**src/rtl/score_keeper.sv**
```systemverilog
// Score accumulator with idle/play/over game FSM, saturating score and session high score.
// Optional combo multiplier enabled by defining SCORE_COMBO_EN.
module score_keeper #(
  parameter int unsigned HIT_POINTS   = 1,
  parameter int unsigned MAX_SCORE    = 99,
  parameter int unsigned COMBO_WINDOW = 16
) (
  input  logic        clk,
  input  logic        rst_n,
  input  logic        start,
  input  logic        game_over,
  input  logic        hit,
  output logic [31:0] score,
  output logic [31:0] high_score,
  output logic        playing,
  output logic        max_reached,
  output logic        new_record,
  output logic [1:0]  combo
);

  typedef enum logic [1:0] {IDLE, PLAY, OVER} state_t;

  state_t      state, state_next;
  logic [31:0] score_next, high_next;
  logic        record_next;
  logic        start_ok, over_ok, hit_ok;
  logic [31:0] add;
  logic [32:0] sum;
  logic [31:0] sat_score;

  // game_over wins over start in PLAY; start wins over hit.
  assign over_ok  = (state == PLAY) && game_over;
  assign start_ok = start && !over_ok;
  assign hit_ok   = (state == PLAY) && hit && !game_over && !start;

`ifdef SCORE_COMBO_EN
  localparam int unsigned TW = $clog2(COMBO_WINDOW + 1);

  logic [TW-1:0] timer, timer_next;
  logic [1:0]    combo_q, combo_next, level;

  always_comb begin
    level = '0;
    if (timer != '0)
      level = (combo_q == 2'd3) ? 2'd3 : combo_q + 2'd1;
  end

  assign add   = 32'(HIT_POINTS) * (32'(level) + 32'd1);
  assign combo = combo_q;

  always_comb begin
    timer_next = timer;
    combo_next = combo_q;
    if (start_ok) begin
      timer_next = '0;
      combo_next = '0;
    end else if (hit_ok) begin
      timer_next = TW'(COMBO_WINDOW);
      combo_next = level;
    end else if (timer != '0) begin
      timer_next = timer - 1'b1;
      if (timer == TW'(1))
        combo_next = '0;
    end
  end

  always_ff @(posedge clk) begin
    if (!rst_n) begin
      timer   <= '0;
      combo_q <= '0;
    end else begin
      timer   <= timer_next;
      combo_q <= combo_next;
    end
  end
`else
  assign add   = 32'(HIT_POINTS);
  assign combo = '0;
`endif

  // 33-bit sum so saturation is checked before any wrap.
  assign sum       = {1'b0, score} + {1'b0, add};
  assign sat_score = (sum > 33'(MAX_SCORE)) ? 32'(MAX_SCORE) : sum[31:0];

  always_comb begin
    state_next  = state;
    score_next  = score;
    high_next   = high_score;
    record_next = new_record;
    if (over_ok) begin
      state_next = OVER;
      if (score > high_score) begin
        high_next   = score;
        record_next = 1'b1;
      end
    end else if (start_ok) begin
      state_next  = PLAY;
      score_next  = '0;
      record_next = 1'b0;
    end else if (hit_ok) begin
      score_next = sat_score;
    end
  end

  always_ff @(posedge clk) begin
    if (!rst_n) begin
      state      <= IDLE;
      score      <= '0;
      high_score <= '0;
      new_record <= 1'b0;
    end else begin
      state      <= state_next;
      score      <= score_next;
      high_score <= high_next;
      new_record <= record_next;
    end
  end

  assign playing     = (state == PLAY);
  assign max_reached = (score == 32'(MAX_SCORE));

endmodule
```
**config.mk**
```make
export PLATFORM = sky130hd
export DESIGN_NAME = score_keeper
export DESIGN_NICKNAME = d
export VERILOG_FILES = /design/src/rtl/score_keeper.sv
export SDC_FILE = /design/constraint.sdc
export NUM_CORES = 1
export LEC_CHECK = 0
export ABC_AREA = 1
export ABC_CLOCK_PERIOD_IN_PS = 2300
export BUFFER_PORTS_ARGS = -buffer_cell sky130_fd_sc_hd__buf_4
export CAP_MARGIN = 20
export CORE_ASPECT_RATIO = 1.25
export CORE_UTILIZATION = 58
export CTS_BUF_LIST = sky130_fd_sc_hd__clkbuf_2
export DETAILED_ROUTE_END_ITERATION = 10
export GPL_ROUTABILITY_DRIVEN = 0
export PLACE_DENSITY = 0.82
export SLEW_MARGIN = 20
export SYNTH_ARGS = -nofsm -noshare
export SYNTH_HDL_FRONTEND = slang
export SYNTH_SLANG_ARGS = --single-unit
export TNS_END_PERCENT = 10
```
**constraint.sdc**
```tcl
create_clock -name clk -period 2.3 [get_ports clk]
set_input_delay 0 -clock clk [delete_from_list [all_inputs] [get_ports clk]]
set_output_delay 0 -clock clk [all_outputs]
set_load 0.02 [all_outputs]
```
* After elaboration in Yosys (flattened, before gate mapping)
Index checks and enable logic that the tools add are counted.
Widths: inputs -> output; s select.
** Storage, ports and cells
- Register bits after elaboration :: 67
- Output and inout bits :: 69
- Input port bits :: 5
** Operators by class
- Order comparisons :: 2
- $add $sub $neg :: 1
- Multiplexer cells :: 8
- Bitwise operators :: 2
- Equality and inequality tests :: 3
- Reductions and logical operators :: 14
** Operator list (number)
- $mux 32 :: 3
- $add 32x1->33 const B :: 1
- $gt 33x7->1 const B :: 1
- $eq 32x7->1 const B :: 1
- $gt 32x32->1 :: 1
- $reduce_and 2->1 :: 3
- $logic_and 1x1->1 :: 5
- $mux 2 :: 2
- $reduce_bool 2->1 :: 2
- $logic_not 1->1 :: 3
- $mux 1 :: 3
- $eq 2x1->1 const B :: 1
- $ne 2x1->1 const B :: 1
- $not 1->1 :: 2
- $reduce_or 2->1 :: 1

* Logic depth before layout (Yosys ltp)
- Word-level depth :: 6
- Depth in mapped cells :: 15
- Depth with buffers taken out :: 15

* Worst setup path after synthesis
Ideal clock, no wire load.
- Path kind :: reg-to-reg
- Start point :: register score[0]
- End point :: register score[0]
- Data required time :: 2.168 ns
- Period minus slack after synthesis :: 2.153 ns
- Arrival :: 2.021 ns
- Path buffers :: 0
- Cell stages (with the launch flop) :: 15
- Slack :: 0.147 ns
- Cells stage by stage :: dfxtp_1 ha_1 nand2_1 nor2_2 nand3_2 nor2_4 nand2_1 nand2_1 nand2_1 nor2_1 nand2_1 nor2_4 nand3_1 nand2_1 a21oi_1
** Between the ends
- Longest elaborated chain between the ends :: 5
** RTL lines
- from (decl) :: RTL line 13 : output logic [31:0] score,
- from (signal assigned) :: RTL line 113 : score <= score_next;
- $add 32x1->33 * :: RTL line 82 : assign sum = {1'b0, score} + {1'b0, add};
- $gt 33x7->1 :: RTL line 83 : assign sat_score = (sum > 33'(MAX_SCORE)) ? 32'(MAX_SCORE) : sum[31:0];
- $mux 32 * :: RTL line 83
- $mux 32 * :: RTL line 100 : end else if (hit_ok) begin
- $mux 32 * :: RTL line 96 : end else if (start_ok) begin
Every way passes the cells marked *; elsewhere a longest branch is shown, timed or not. The select of a mux whose other input is x is not followed.
A chain may end at the register's enable or synchronous reset.

* Worst setup path after layout
- Start point :: register high_score[31]
- End point :: register high_score[2]
** Between the ends
- Longest elaborated chain between the ends :: 2
** RTL lines
- from (decl) :: RTL line 14 : output logic [31:0] high_score,
- from (signal assigned) :: RTL line 114 : high_score <= high_next;
- $gt 32x32->1 :: RTL line 92 : if (score > high_score) begin
- $reduce_and 2->1 (no line)
No other way between the ends.

==> metrics.md <==
| Metric | Value |
|---|---|
| Status | `finished with violations` |
| Failing checks | `negative setup slack` |
| Largest net degree at the start of global routing | `36` |
| CTS Sinks | `67` |
| Avg Cell Area, Syn | `6.43 um2` |
| Util after Layout | `0.834` |
| Area growth, synth to finish | `37.2%` |
| P_leak | `2.57 nW` |
| Via count | `5,157` |
| Most common cell after layout, fill and taps aside | `nand2_1` |
| Max-cap violations | `0` |
| Final worst-path setup slack | `-0.0651 ns` |
| First-pass GRT wire length | `21,600 um` |
| Clock buffer depth | `2` |
| WL/cell | `16.8 um` |
| Fin. Hold Viols | `0` |
| Die width | `78.7 um` |
| Hold Path Class | `in -> reg` |
| Fraction of layout cells with a size suffix above 1 | `0.306` |
| CP required | `2.76 ns` |
| Initial Utilization | `0.608` |
| TritonCTS clock tree | `built` |
| CTS Buf Count | `9` |
| Core area | `7020 um2` |
| DRT iter0 DRCs | `466` |
| Yosys reg bits | `67` |
| Row cnt | `34` |
| Seq/Total Area, Yosys | `0.314` |
| Final period utilization | `1.03` |
| Setup Viol. Count Final | `31` |
| Synth Flop Type | `dfxtp_1` |
| Max Fanout on Critical Path | `7` |
| FMAX | `0.423 GHz` |
| Total power | `0.00379 W` |
| Crit Path Category | `reg -> reg` |
| PwrDens | `647 nW/um2` |
| Post-Syn Area | `4270 um2` |
| Tmin final | `2.37 ns` |
| Die Area | `7710 um2` |
| CTS clock-pin slew for the worst setup and hold paths | `0.18 ns` |
| Yosys top cell by area | `dfxtp_1` |
| # fillers | `449` |
| Setup TNS | `-0.931 ns` |
| Final Skew | `0.0281 ns` |
| # DRC | `0` |
| Post-synth top area share | `0.314` |
| Unrepaired setup endpoints after global routing | `true` |
| Port bufs | `71` |
| DRT antenna net count | `0` |
| Clk root buf | `clkbuf_2` |
| CP startpoint kind | `flop` |
| Antenna cells | `0` |
| Synth cell types | `31` |
| Avg Vias per Cell | `5.85` |
| Number of global-route vias before repair | `4,839` |
| Total Wirelength | `14,800 um` |
| Initial antenna violation count | `0` |
| Async SR Flop Fraction | `0` |
| H-Tree Level Count | `3` |
| Number of enable flip-flop cells after synthesis | `0` |
| Synth Warn # | `0` |
| First drt pass iteration count | `6` |
| DIE HEIGHT | `97.9 um` |
| Clk_lat worst skew | `0.55 ns` |
| DP Wirelength | `9270 um` |
| Commonest cells after routing, fill and taps aside | `nand2_1 (156), buf_4 (111), nor2_1 (88)` |
| Final nets | `827` |
| Crit path DAT | `2.82 ns` |
| GRT Total Usage | `0.353` |
| Fin. max-slew vios | `0` |
| Max VDD drop | `761 uV` |
| Gr ovfl total | `0` |
| Synth top area cells | `dfxtp_1 (31%), nand2_1 (14%), nor2_1 (11%)` |
| CP Capture Type | `flop` |
| Post-synthesis cell count | `664` |
| Io pins | `74` |
| Hold WS | `0.351 ns` |
| Pre-CTS setup slack | `-0.0547 ns` |
-- stage by stage --
stage	instances	cell area, um2
4_1_cts	867	5310
5_1_grt	881	5860
6_report	881	5860
2_1_floorplan	665	4270
3_3_place_gp	846	5150
3_5_place_dp	846	5150
-- worst max-delay path: stages (launching register included) --
cell and delay (ns):
dfxtp_2 0.36, inv_1 0.07, ha_4 0.29, nand2_2 0.08, nor2_2 0.12, nand4_1 0.20
nor4b_2 0.30, buf_4 0.19, a21oi_4 0.08, nand2_8 0.15, clkinv_8 0.11, clkbuf_16 0.19
nor2_1 0.10, nor2_1 0.05
-- final timing paths --
kind / startpoint / slack (ns) / endpoint / cells past startpoint
worst max-delay path: high_score[31] / -0.07 / high_score[2] / 13
worst min-delay path: start / 0.35 / score[2] / 5
worst max register to register: high_score[31] / -0.07 / high_score[2] / 13
worst min register to register: high_score[16] / 0.52 / high_score[16] / 2
-- per-layer routing --
metal,wire [um],global-route usage,up-vias
met4,834,0.215,0
met3,1230,0.0561,97
met5,0,0,-
met1,5280,0.395,2349
met2,7430,0.617,328
li1,-,-,2383
-- flip-flops by register name (all words and copies together) (netlist names) --
register    flops
high_score     32
score          32
state           2
new_record      1
-- cell type report --
cell class	count	area, um2	share of cell area
multi-input combinational	500	2840	0.485
clock buffer	10	50.0	0.00855
tap	90	113	0.0192
clock inverter	4	20.0	0.00342
timing repair buffer	129	1140	0.196
sequential	67	1370	0.234
inverter	81	317	0.0541
-- power by group --
group	switching, W	internal (W)	leakage [nW]	total (W)
sequential	0.0000982	0.00127	0.552	0.00137
clock	0.000426	0.000126	0.0487	0.000551
combinational	0.00106	0.000811	1.97	0.00187
total	0.00158	0.00221	2.57	0.00379
-- synth_stat cells, types with 8 or more instances --
| cell | n |
|---|---|
| nand3_1 | 33 |
| ha_1 | 34 |
| clkbuf_1 | 11 |
| nand4_1 | 13 |
| nor2_4 | 8 |
| inv_1 | 79 |
| nor3_1 | 27 |
| a21oi_1 | 23 |
| nand2_2 | 8 |
| o21ai_0 | 43 |
| nand2_1 | 162 |
| dfxtp_1 | 67 |
| nor2_1 | 121 |
-- kinds of logic after synthesis --
group,after synthesis,share of synthesized area
other,1,0.000878
flip-flops,67,0.314
XOR/XNOR,3,0.00616
AND/OR/NAND/NOR,390,0.403
AO/OA/AOI/OAI,71,0.0865
buffers and inverters,98,0.0897
adder cells (fa/ha/maj),34,0.0996
-- timing repair --
action	in CTS	in global routing
hold endpoints to repair	42	0
hold buffers	7	0
cloned	0	6
pin swaps	0	24
setup buffers	0	8
gates resized for setup	4	130
endpoints found under the setup margin	32	40
No activity file was read; power rests on OpenSTA's default activity.
